`src/rtl/shot_game_sequencer_if.sv`:
```
// Host/scorer-facing signal bundle of the shot game sequencer.
// master: the side driving start/abort/score; slave: the sequencer itself.
interface shot_game_sequencer_if;
  logic       start;
  logic       abort;
  logic [7:0] score;
  logic       score_en;
  logic       score_clr;
  logic [7:0] time_left;
  logic [7:0] lb1;
  logic [7:0] lb2;
  logic [7:0] lb3;
  logic [1:0] new_rank;
  logic [2:0] state;

  modport master (
    output start, abort, score,
    input  score_en, score_clr, time_left, lb1, lb2, lb3, new_rank, state
  );

  modport slave (
    input  start, abort, score,
    output score_en, score_clr, time_left, lb1, lb2, lb3, new_rank, state
  );
endinterface

```
`src/rtl/shot_game_sequencer.sv`:
```
// Round sequencer for the hoop-shot game: countdown, timed play window,
// top-3 leaderboard insertion and result display.
//
// state  | meaning
// IDLE   | waiting for start
// PRE    | pre-start countdown, scorer cleared on entry
// PLAY   | scorer enabled, play window counting down
// UPDATE | one cycle: insert round score into the leaderboard
// SHOW   | result display, new_rank held
module shot_game_sequencer #(
  parameter int TICK_CYCLES  = 50000000,
  parameter int PRE_SECONDS  = 3,
  parameter int GAME_SECONDS = 60,
  parameter int SHOW_SECONDS = 5
) (
  input  logic                  clock,
  input  logic                  reset,
  shot_game_sequencer_if.slave  bus
);
  localparam int            CW        = (TICK_CYCLES > 1) ? $clog2(TICK_CYCLES) : 1;
  localparam logic [CW-1:0] TICK_LAST = CW'(TICK_CYCLES - 1);

  typedef enum logic [2:0] {
    IDLE   = 3'd0,
    PRE    = 3'd1,
    PLAY   = 3'd2,
    UPDATE = 3'd3,
    SHOW   = 3'd4
  } state_t;

  state_t        state_q, state_d;
  logic [CW-1:0] tick_q, tick_d;
  logic [7:0]    sec_q, sec_d;
  logic          clr_q, clr_d;
  logic [1:0]    rank_q, rank_d;
  logic [7:0]    lb1_q, lb1_d, lb2_q, lb2_d, lb3_q, lb3_d;
  logic          tick, last_sec;

  assign tick     = (tick_q == TICK_LAST);
  assign last_sec = (sec_q == 8'd1);

  // State and datapath registers; synchronous reset clears everything, leaderboard included.
  always_ff @(posedge clock) begin
    if (reset) begin
      state_q <= IDLE;
      tick_q  <= '0;
      sec_q   <= 8'd0;
      clr_q   <= 1'b0;
      rank_q  <= 2'd0;
      lb1_q   <= 8'd0;
      lb2_q   <= 8'd0;
      lb3_q   <= 8'd0;
    end else begin
      state_q <= state_d;
      tick_q  <= tick_d;
      sec_q   <= sec_d;
      clr_q   <= clr_d;
      rank_q  <= rank_d;
      lb1_q   <= lb1_d;
      lb2_q   <= lb2_d;
      lb3_q   <= lb3_d;
    end
  end

  // Next-state, second countdown, leaderboard insertion and tick counter restart.
  always_comb begin
    state_d = state_q;
    sec_d   = sec_q;
    clr_d   = 1'b0;
    rank_d  = rank_q;
    lb1_d   = lb1_q;
    lb2_d   = lb2_q;
    lb3_d   = lb3_q;
    case (state_q)
      IDLE: begin
        if (bus.start) begin
          state_d = PRE;
          sec_d   = 8'(PRE_SECONDS);
          clr_d   = 1'b1;
          rank_d  = 2'd0;
        end
      end
      PRE: begin
        // abort wins over a coincident tick
        if (bus.abort) begin
          state_d = IDLE;
          sec_d   = 8'd0;
          rank_d  = 2'd0;
        end else if (tick) begin
          if (last_sec) begin
            state_d = PLAY;
            sec_d   = 8'(GAME_SECONDS);
          end else begin
            sec_d = sec_q - 8'd1;
          end
        end
      end
      PLAY: begin
        if (bus.abort) begin
          state_d = IDLE;
          sec_d   = 8'd0;
          rank_d  = 2'd0;
        end else if (tick) begin
          if (last_sec) begin
            state_d = UPDATE;
            sec_d   = 8'd0;
          end else begin
            sec_d = sec_q - 8'd1;
          end
        end
      end
      UPDATE: begin
        // strict compares: ties and zero never displace an entry
        if (bus.score > lb1_q) begin
          lb3_d  = lb2_q;
          lb2_d  = lb1_q;
          lb1_d  = bus.score;
          rank_d = 2'd1;
        end else if (bus.score > lb2_q) begin
          lb3_d  = lb2_q;
          lb2_d  = bus.score;
          rank_d = 2'd2;
        end else if (bus.score > lb3_q) begin
          lb3_d  = bus.score;
          rank_d = 2'd3;
        end else begin
          rank_d = 2'd0;
        end
        state_d = SHOW;
        sec_d   = 8'(SHOW_SECONDS);
      end
      SHOW: begin
        if (tick) begin
          if (last_sec) begin
            state_d = IDLE;
            sec_d   = 8'd0;
          end else begin
            sec_d = sec_q - 8'd1;
          end
        end
      end
      default: begin
        state_d = IDLE;
        sec_d   = 8'd0;
      end
    endcase
    tick_d = ((state_d != state_q) || tick) ? '0 : tick_q + CW'(1);
  end

  assign bus.state     = state_q;
  assign bus.score_en  = (state_q == PLAY);
  assign bus.score_clr = clr_q;
  assign bus.time_left = ((state_q == PRE) || (state_q == PLAY)) ? sec_q : 8'd0;
  assign bus.new_rank  = rank_q;
  assign bus.lb1       = lb1_q;
  assign bus.lb2       = lb2_q;
  assign bus.lb3       = lb3_q;
endmodule

```
`src/flat_wrapper.sv`:
```
// flat-port wrapper written by rule: the top's interface ports become plain ports
module shot_game_sequencer_flat 
#(
  parameter int TICK_CYCLES  = 50000000,
  parameter int PRE_SECONDS  = 3,
  parameter int GAME_SECONDS = 60,
  parameter int SHOW_SECONDS = 5
)
  (clock, reset, bus_start, bus_abort, bus_score, bus_score_en, bus_score_clr, bus_time_left, bus_lb1, bus_lb2, bus_lb3, bus_new_rank, bus_state);
  shot_game_sequencer_if bus_i ();
  input  logic clock;
  input  logic reset;
  input wire logic [$bits(bus_i.start)-1:0] bus_start;
  input wire logic [$bits(bus_i.abort)-1:0] bus_abort;
  input wire logic [$bits(bus_i.score)-1:0] bus_score;
  output wire logic [$bits(bus_i.score_en)-1:0] bus_score_en;
  output wire logic [$bits(bus_i.score_clr)-1:0] bus_score_clr;
  output wire logic [$bits(bus_i.time_left)-1:0] bus_time_left;
  output wire logic [$bits(bus_i.lb1)-1:0] bus_lb1;
  output wire logic [$bits(bus_i.lb2)-1:0] bus_lb2;
  output wire logic [$bits(bus_i.lb3)-1:0] bus_lb3;
  output wire logic [$bits(bus_i.new_rank)-1:0] bus_new_rank;
  output wire logic [$bits(bus_i.state)-1:0] bus_state;
  assign bus_i.start = bus_start;
  assign bus_i.abort = bus_abort;
  assign bus_i.score = bus_score;
  assign bus_score_en = bus_i.score_en;
  assign bus_score_clr = bus_i.score_clr;
  assign bus_time_left = bus_i.time_left;
  assign bus_lb1 = bus_i.lb1;
  assign bus_lb2 = bus_i.lb2;
  assign bus_lb3 = bus_i.lb3;
  assign bus_new_rank = bus_i.new_rank;
  assign bus_state = bus_i.state;
  shot_game_sequencer #(.TICK_CYCLES(TICK_CYCLES), .PRE_SECONDS(PRE_SECONDS), .GAME_SECONDS(GAME_SECONDS), .SHOW_SECONDS(SHOW_SECONDS)) u_core (.clock(clock), .reset(reset), .bus(bus_i));
endmodule
```
`config.mk`:
```
export PLATFORM = sky130hd
export DESIGN_NAME = shot_game_sequencer_flat
export DESIGN_NICKNAME = d
export VERILOG_FILES = /design/src/rtl/shot_game_sequencer_if.sv /design/src/rtl/shot_game_sequencer.sv /design/src/flat_wrapper.sv
export SDC_FILE = /design/constraint.sdc
export NUM_CORES = 1
export LEC_CHECK = 0
export ABC_CLOCK_PERIOD_IN_PS = 2800
export BUFFER_PORTS_ARGS = -buffer_cell sky130_fd_sc_hd__buf_2
export CAP_MARGIN = 10
export CORE_MARGIN = 5
export CORE_UTILIZATION = 40
export DETAILED_ROUTE_END_ITERATION = 8
export GPL_ROUTABILITY_DRIVEN = 0
export SYNTH_ARGS = -nofsm -noshare
export SYNTH_HDL_FRONTEND = slang
export SYNTH_SLANG_ARGS = --single-unit
export TNS_END_PERCENT = 5
```
`constraint.sdc`:
```
create_clock -name clock -period 2.8 [get_ports clock]
set_input_delay 0.28 -clock clock [delete_from_list [all_inputs] [get_ports clock]]
set_output_delay 0.28 -clock clock [all_outputs]
set_load 0.05 [all_outputs]
```
==> results of run 1 <==
stage by stage:
step	cell area, um^2	hold WS [ns]	worst slack, ns	total power, W	instances
3_3_place_gp	4073	0.4405	0.3213	0.001153	615
5_1_grt	4285	0.1500	0.01522	0.002048	631
4_1_cts	4277	0.1306	0.2324	0.001986	631
2_1_floorplan	3742	0.3587	0.1987	0.001095	468
6_report	4285	0.1497	0.2286	0.001968	631
3_5_place_dp	4073	0.4491	0.3042	0.001155	615
sequential cells by signal, indices dropped and copies added (netlist names):
signal,flops
u_core.bus.score_clr,1
u_core.bus.new_rank,2
u_core.sec_q,8
u_core.bus.state,3
u_core.tick_q,26
u_core.bus.lb2,8
u_core.bus.lb3,8
u_core.bus.lb1,8
layout by cell type, fill, tap and decap left out, types with 3 or more instances in the layout:
cell / netlist / layout
nand3_1: 18 / 18
ha_1: 27 / 27
nor2b_1: 7 / 7
o21ai_0: 12 / 12
xor2_1: 14 / 14
buf_2: 5 / 50
and4_1: 4 / 4
inv_1: 30 / 30
a31oi_1: 11 / 11
nand4_1: 16 / 16
nor2_1: 80 / 80
and2_1: 11 / 11
xnor2_1: 9 / 9
nor3_1: 11 / 11
o31ai_1: 3 / 3
buf_4: 2 / 4
mux2i_1: 9 / 9
dfxtp_1: 64 / 64
o21ai_1: 9 / 9
nand2_1: 32 / 32
clkbuf_8: 0 / 9
a21oi_1: 28 / 28
a211oi_1: 13 / 13
and3_1: 5 / 5
worst paths after layout:
path         slack, ns                     end  cells after the start                   start
max reg2reg       0.23       u_core.bus.lb2[4]                      9       u_core.bus.lb2[6]
max               0.23       u_core.bus.lb2[4]                      9       u_core.bus.lb2[6]
min               0.15     u_core.bus.state[1]                      2               bus_abort
min reg2reg       0.47  u_core.bus.new_rank[0]                      2  u_core.bus.new_rank[0]
logic make-up after synthesis:
family / share of synthesized area (%)
compound gates: 14.54
simple gates: 29.02
flops: 34.24
buf+inv: 5.383
xor+xnor: 5.383
fa+ha+maj: 9.027
mux: 2.407
routing by layer:
metal	global-route usage [%]	vias up
met3	4.576	6
li1	-	1737
met1	21.45	1567
met2	23.61	59
met5	0	-
met4	4.292	0
power by group through the flow:
stage	sequential (W)	clock, W	combinational, W
after floorplan	0.000950	0	0.000145
after global placement	0.000947	0	0.000206
after detailed placement	0.000947	0	0.000208
after CTS	0.000926	0.000852	0.000209
after global routing	0.000928	0.000884	0.000236
final	0.000926	0.000832	0.000211
cell usage after synthesis (all sizes together) (3+ instances only):
cell / count / share of area, %
a21oi: 29 / 4.0
and2: 11 / 1.8
or2: 3 / 0.57
xor2: 14 / 3.3
nand3: 19 / 2.7
dfxtp: 64 / 34
nand2: 33 / 3.4
xnor2: 9 / 2.1
nor2: 80 / 8.0
nand4: 17 / 3.0
clkbuf: 10 / 1.0
o31ai: 4 / 0.94
o21ai: 22 / 3.0
buf: 8 / 1.4
a31oi: 11 / 1.8
and4: 4 / 0.94
a211oi: 14 / 2.9
inv: 30 / 3.0
nor3: 13 / 2.0
and3: 5 / 0.84
nor4: 4 / 1.2
ha: 27 / 9.0
nor2b: 8 / 1.4
mux2i: 9 / 2.4
area by class of cell:
cell class | instances | area [um^2] | share of cell area [%]
multi-input combinational | 356 | 2268 | 52.93
sequential | 64 | 1281 | 29.90
timing repair buffer | 54 | 280.3 | 6.540
tap | 111 | 138.9 | 3.241
clock buffer | 9 | 123.9 | 2.891
inverter | 30 | 112.6 | 2.628
clock inverter | 7 | 80.08 | 1.869
==> flow_summary.json, run 1 <==
{
  "status": "completed",
  "antenna_found_initial": 0,
  "grt_max_degree": 39,
  "cpMaxStageDelayCell": "and2_1",
  "clockBufferDepth": 2,
  "critPathLaunchType": "register",
  "postSynthNetCount": 507,
  "coreArea_um2": 9196,
  "end_kind": "register",
  "cts_setup_buffers": 0,
  "min_path_type": "input pin to register",
  "area_growth_syn_to_layout_pct": 14.51,
  "synthArstFlopShare_pct": 0,
  "critPathMaxStageDelay_ns": 0.53,
  "ant_nets": 0,
  "ys_dominant_reg_cell": "dfxtp_1",
  "rsz0062_at_grt": "false",
  "numCtsBuffers": 9,
  "synth-edff-count": 0,
  "met1_length_um": 4495,
  "critPathTopFamily": "simple AND/OR/NAND/NOR gates",
  "path_max_fanout": 16,
  "top_layer_used": "met4",
  "via_count": 3369,
  "final.setup.tns_ns": 0,
  "synth-seq-area-share_pct": 34.24,
  "clock.fmax_ghz": 0.3889,
  "routed-wl-met3_um": 461,
  "viasPerCell": 5.339,
  "cts_resized": 0,
  "grt_pass1_vias": 3156,
  "drive_gt1_share_pct": 17.12,
  "io_buffers": 50,
  "clockPowerShare_pct": 42.3,
  "pin_count": 51,
  "cts-htree-levels": 3,
  "post-route-min-period_ns": 2.571,
  "worst_slew_pin_slew_ns": 0.6315,
  "skew_ns": 0.01205,
  "path_cells": "inv_1 > ha_1 > o21ai_1 > nor2_1 > and4bb_1 > o22ai_2 > and2_1 > nor2_1 > a211oi_1",
  "drv_slew": 0,
  "syn_avg_cell_area_um2": 7.996,
  "die_h_um": 106.7,
  "synth.yosys.warnings": 0,
  "grt_pass1_wl_um": 14690,
  "ys_types": 54,
  "dp_hpwl_um": 6564,
  "met2_length_um": 3761,
  "drtIter0Drc": 170,
  "cts.sinks": 64,
  "cts-root-buf": "clkbuf_8",
  "clkLatencyLatePin_ns": 0.35,
  "combPwrFrac_pct": 10.7,
  "dieArea_um2": 11390,
  "nets": 554,
  "seq_power_share_pct": 47.0,
  "path_class": "register to register",
  "start_util_pct": 40.69,
  "grt_overflow": 0,
  "rows": 35,
  "finalHoldViolations": 0,
  "utilization_pct": 46.60,
  "wl_per_cell_um": 13.94,
  "worst_ep_arrival_time_ns": 2.82,
  "timing.critical_path.buf_inv": 1,
  "required_ns": 3.05,
  "max_cap_viol_count": 0,
  "synth_cells": 468,
  "power.switching_w": 0.0005636,
  "clk_pin_slew_ns": 0.09,
  "vdd.ir_drop.worst_v": 0.0001781,
  "path_common_cell": "nor2_1",
  "drt-total-wl_um": 8794,
  "powerDensity_nw_per_um2": 459.3,
  "p_leak_nw": 1.684,
  "min_period_over_period_pct": 91.84,
  "cts_hold_buf": 0,
  "netlist_area_um2": 3742,
  "relSlewSlack_pct": 57.81,
  "internal_power_w": 0.001405,
  "num_antenna_cells": 0,
  "setup_violations": 0,
  "ys_ff_latch": 64,
  "drt-pass1-iter-count": 4,
  "gr-usage-all-layers_pct": 15.55,
  "dieWidth_um": 106.7,
  "p_sw_share_pct": 28.64,
  "drc": 0,
  "nFillCells": 920,
  "cts_tree": "built"
}
(Power assumes the default switching activity.)
==> run 2, diff against run 1 <==
--- a/config.mk
+++ b/config.mk
@@ -12,6 +12,8 @@
 export CORE_UTILIZATION = 40
 export DETAILED_ROUTE_END_ITERATION = 8
 export GPL_ROUTABILITY_DRIVEN = 0
+export PLACE_DENSITY = 0.56
+export RECOVER_POWER = 25
 export SYNTH_ARGS = -nofsm -noshare
 export SYNTH_HDL_FRONTEND = slang
 export SYNTH_SLANG_ARGS = --single-unit
==> flow_summary.json, run 2 (synthesized netlist as in run 1, its figures left out) <==
{
  "clk_pin_slew_ns": 0.08,
  "grt_overflow": 0,
  "post-route-min-period_ns": 2.574,
  "cts_tree": "built",
  "drt-total-wl_um": 8957,
  "io_buffers": 50,
  "dieWidth_um": 106.7,
  "rsz0062_at_grt": "false",
  "p_leak_nw": 1.607,
  "grt_max_degree": 39,
  "clock.fmax_ghz": 0.3885,
  "drv_slew": 0,
  "drt-pass1-iter-count": 4,
  "drive_gt1_share_pct": 12.86,
  "required_ns": 3.08,
  "setup_ws_ns": 0.2260,
  "numCtsBuffers": 9,
  "rows": 35,
  "vdd.ir_drop.worst_v": 0.0002347,
  "max_cap_viol_count": 0,
  "dpl_cell_area_um2": 4080,
  "nets": 555,
  "die_h_um": 106.7,
  "clockBufferDepth": 2,
  "num_antenna_cells": 0,
  "powerDensity_nw_per_um2": 479.2,
  "combPwrFrac_pct": 10.3,
  "final.setup.tns_ns": 0,
  "cts.sinks": 64,
  "cts_setup_buffers": 0,
  "coreArea_um2": 9196,
  "critPathLaunchType": "register",
  "path_class": "register to register",
  "relSlewSlack_pct": 58.00,
  "end_kind": "register",
  "internal_power_w": 0.001533,
  "seq_power_share_pct": 45.1,
  "p_total_w": 0.002056,
  "clockPowerShare_pct": 44.6,
  "start_util_pct": 40.69,
  "final_area_um2": 4290,
  "final_cell_mix": "80 x nor2_1, 64 x dfxtp_1, 32 x nand2_1, 30 x inv_1, 28 x a21oi_1",
  "ant_nets": 0,
  "min_path_type": "input pin to register",
  "status": "completed",
  "finalHoldViolations": 0,
  "p_sw_share_pct": 25.43,
  "path_max_fanout": 9,
  "dp_hpwl_um": 6830,
  "largest_register": "u_core.tick_q",
  "power.switching_w": 0.0005229,
  "drc": 0,
  "place_ws_ns": 0.2369,
  "drtIter0Drc": 136,
  "worst_ep_arrival_time_ns": 2.85,
  "grt_pass1_vias": 3178,
  "cts-root-buf": "clkbuf_8",
  "skew_ns": 0.01299,
  "gr-usage-all-layers_pct": 16.44,
  "min_period_over_period_pct": 91.93,
  "cts-htree-levels": 3,
  "viasPerCell": 5.362,
  "dieArea_um2": 11390,
  "antenna_found_initial": 0,
  "largest_register_ffs": 26,
  "setup_violations": 0,
  "layout_commonest_cell": "nor2_1",
  "pin_count": 51,
  "via_count": 3389,
  "worst_slew_pin_slew_ns": 0.6287,
  "grt_pass1_wl_um": 15170,
  "area_growth_syn_to_layout_pct": 14.64,
  "clkLatencyLatePin_ns": 0.34,
  "wl_per_cell_um": 14.17
}
run 2: cell count changes in the layout (fill, tap and decap cells not counted):
cell,change
inv_6,-2
buf_4,+1
bufinv_16,+1
clkbuf_1,+24
clkinvlp_4,-2
buf_2,-24
clkbuf_8,+2
and2_1,-1
clkinv_2,+2
clkinv_4,-1
and2_2,+1
run 2: layout make-up:
cell class              count  area [um^2]
clock inverters             5        78.83
multi-input cells         356         2270
flip-flops and latches     64         1281
well taps                 111        138.9
fillers                   954         4906
inverters                  30        112.6
clock buffers              11        151.4
repair buffers             55        257.7
run 2: repair_timing:
action                                  CTS  global route
endpoints found under the setup margin    0             4
resized for setup                         0             2
hold buffers                              0             0
run 2: per-stage QoR:
stage          hold WS (ns)  utilization (%)  std cells
2_1_floorplan        0.3587                -        468
3_3_place_gp         0.4461            44.37        616
3_5_place_dp         0.4511            44.37        616
4_1_cts              0.1321            46.87        632
5_1_grt              0.1623            46.65        632
6_report             0.1504            46.65        632
run 2: power groups by stage:
stage                     logic (W)  registers (W)  clock network [W]
after floorplan            0.000145       0.000950                  0
after global placement     0.000207       0.000948                  0
after detailed placement   0.000211       0.000948                  0
after CTS                  0.000212       0.000926           0.000940
after global routing       0.000240       0.000928           0.000983
final                      0.000212       0.000927           0.000917
run 2: per-layer routing:
metal | GRT usage (%) | part of all wire, % | up-vias
met5 | 0 | 0 | -
met4 | 6.667 | 1.6 | 0
met3 | 3.612 | 5.0 | 11
met2 | 24.73 | 44 | 63
met1 | 22.76 | 49 | 1584
li1 | - | - | 1731
run 2: path summary, 6_finish.rpt:
| path | startpoint | end | slack [ns] | cells past startpoint |
|---|---|---|---|---|
| setup / recovery | u_core.bus.lb2[5] | u_core.bus.lb3[5] | 0.23 | 9 |
| hold / removal | bus_abort | u_core.bus.state[1] | 0.15 | 2 |
| setup reg to reg | u_core.bus.lb2[5] | u_core.bus.lb3[5] | 0.23 | 9 |
| hold reg to reg | u_core.tick_q[0] | u_core.tick_q[0] | 0.46 | 1 |
run 2: critical path, cell delays in order (launching register included):
cell      delay (ns)
dfxtp_1         0.42
inv_1           0.07
ha_1            0.30
a211oi_1        0.24
nor2_1          0.10
o31ai_1         0.35
nor2_1          0.16
nor2b_1         0.53
nand4_1         0.18
a31oi_1         0.15
==> run 3, diff against run 2 <==
--- a/config.mk
+++ b/config.mk
@@ -9,10 +9,10 @@
 export BUFFER_PORTS_ARGS = -buffer_cell sky130_fd_sc_hd__buf_2
 export CAP_MARGIN = 10
 export CORE_MARGIN = 5
-export CORE_UTILIZATION = 40
+export CORE_UTILIZATION = 58
 export DETAILED_ROUTE_END_ITERATION = 8
 export GPL_ROUTABILITY_DRIVEN = 0
-export PLACE_DENSITY = 0.56
+export PLACE_DENSITY = 0.77
 export RECOVER_POWER = 25
 export SYNTH_ARGS = -nofsm -noshare
 export SYNTH_HDL_FRONTEND = slang
==> flow_summary.json, run 3 (synthesized netlist as in run 1, its figures left out) <==
{
  "status": "completed",
  "fin_cells": 598,
  "finalHoldViolations": 0,
  "grt_max_degree": 39,
  "relSlewSlack_pct": 58.43,
  "clkLatencyLatePin_ns": 0.34,
  "whs_ns": 0.1604,
  "layout_commonest_cell": "nor2_1",
  "end_kind": "register",
  "path_common_cell": "nor2_1",
  "clock.fmax_ghz": 0.3908,
  "cts.sinks": 64,
  "vdd.ir_drop.worst_v": 0.0003835,
  "grt_overflow": 0,
  "dp_hpwl_um": 6533,
  "nFillCells": 566,
  "cts-htree-levels": 3,
  "drc": 0,
  "rsz0062_at_grt": "false",
  "worst_ep_arrival_time_ns": 2.83,
  "cts-root-buf": "clkbuf_8",
  "cpMaxStageDelayCell": "nor2b_1",
  "p_leak_nw": 1.609,
  "clockBufferDepth": 2,
  "largest_register": "u_core.tick_q",
  "min-delay-start": "bus_abort",
  "drv_slew": 0,
  "ant_nets": 0,
  "drtIter0Drc": 153,
  "min_period_over_period_pct": 91.38,
  "multi_input_area_um2": 2270,
  "area_growth_syn_to_layout_pct": 14.11,
  "worst_slew_pin_slew_ns": 0.6223,
  "gr-usage-all-layers_pct": 22.62,
  "final_area_um2": 4270,
  "post-route-min-period_ns": 2.559,
  "path_max_fanout": 9,
  "ff_latch_area_um2": 1281,
  "crit_start": "u_core.bus.lb2[5]",
  "p_total_w": 0.002148,
  "drive_gt1_share_pct": 12.67,
  "setup_violations": 0,
  "via_count": 3437,
  "grt_pass1_wl_um": 15430,
  "clk_pin_slew_ns": 0.07,
  "largest_register_ffs": 26,
  "powerDensity_nw_per_um2": 503.0,
  "numCtsBuffers": 9,
  "start_util_pct": 59.27,
  "dp_cells": 582,
  "viasPerCell": 5.747,
  "grt_pass1_vias": 3364,
  "dieArea_um2": 8159,
  "dieWidth_um": 90.33,
  "min_path_type": "input pin to register",
  "die_h_um": 90.33,
  "final_cell_mix": "80 x nor2_1, 64 x dfxtp_1, 32 x nand2_1, 30 x inv_1, 28 x a21oi_1",
  "coreArea_um2": 6314,
  "cts_setup_buffers": 0,
  "regToRegStartpoint": "u_core.bus.lb2[5]",
  "cts_tree": "built",
  "dpl_cell_area_um2": 4038,
  "drt-pass1-iter-count": 4,
  "io_buffers": 50,
  "path_class": "register to register",
  "critPathLaunchType": "register",
  "path_cells": "inv_1 > ha_1 > a211oi_1 > nor2_1 > o31ai_1 > nor2_1 > nor2b_1 > nand4_1 > a31oi_1",
  "max_cap_viol_count": 0,
  "nets": 555,
  "drt-total-wl_um": 8914,
  "rows": 29,
  "pin_count": 51,
  "num_antenna_cells": 0,
  "critPathMaxStageDelay_ns": 0.52,
  "final.setup.tns_ns": 0,
  "antenna_found_initial": 0,
  "skew_ns": 0.009548,
  "required_ns": 3.07,
  "wl_per_cell_um": 14.91
}
==> run 3: cell types whose count changed in the layout (fill, tap and decap cells not counted), sizes merged <==
cell | before | now
buf | 31 | 30
bufinv | 2 | 3
clkinvlp | 0 | 1
clkinv | 3 | 1
clkbuf | 35 | 36
==> run 3: final cells by class <==
cell class	instances	area share, %
Multi-Input combinational cell	356	53.15
Sequential cell	64	30.00
Timing Repair Buffer	55	6.006
Clock buffer	11	3.545
Inverter	30	2.637
Clock inverter	5	2.403
Tap cell	77	2.256
==> run 3: worst max-delay path: cells and delay by family, from the launching register on <==
family | cells | cell delay, ns
AND/OR/NAND/NOR | 4 | 0.98
AO/OA/AOI/OAI | 3 | 0.73
flip-flops | 1 | 0.41
adder cells (fa/ha/maj) | 1 | 0.30
buffers and inverters | 1 | 0.06
==> run 3: stage by stage <==
step	worst slack [ns]	util [%]
global route	0.03096	67.64
global placement	0.3524	63.95
CTS	0.2290	67.97
floorplan	0.1987	-
finish	0.2413	67.64
detailed placement	0.2509	63.95
==> run 3: layer usage <==
metal  vias to the layer above  GRT usage (%)  wire length (um)
li1                       1737              -                 -
met1                      1603          28.99              4214
met2                        84          36.52              4082
met3                        13          6.667               464
met4                         0          7.196               153
met5                         -              0                 0
==> run 3: path summary, 6_finish.rpt <==
check	endpoint	slack [ns]	cells after the start
hold reg to reg	u_core.bus.new_rank[1]	0.47	2
hold / removal	u_core.bus.state[1]	0.16	2
setup reg to reg	u_core.bus.lb3[6]	0.24	9
setup / recovery	u_core.bus.lb3[6]	0.24	9
==> run 3: timing repair <==
item / in CTS / in global routing
hold buffers: 0 / 0
gates resized for setup: 0 / 2
endpoints found under the setup margin: 0 / 11
==> run 3: power by group <==
part           internal [W]  switching [W]
Sequential         0.000917     0.00000919
Combinational     0.0000688       0.000147
Clock              0.000639       0.000367
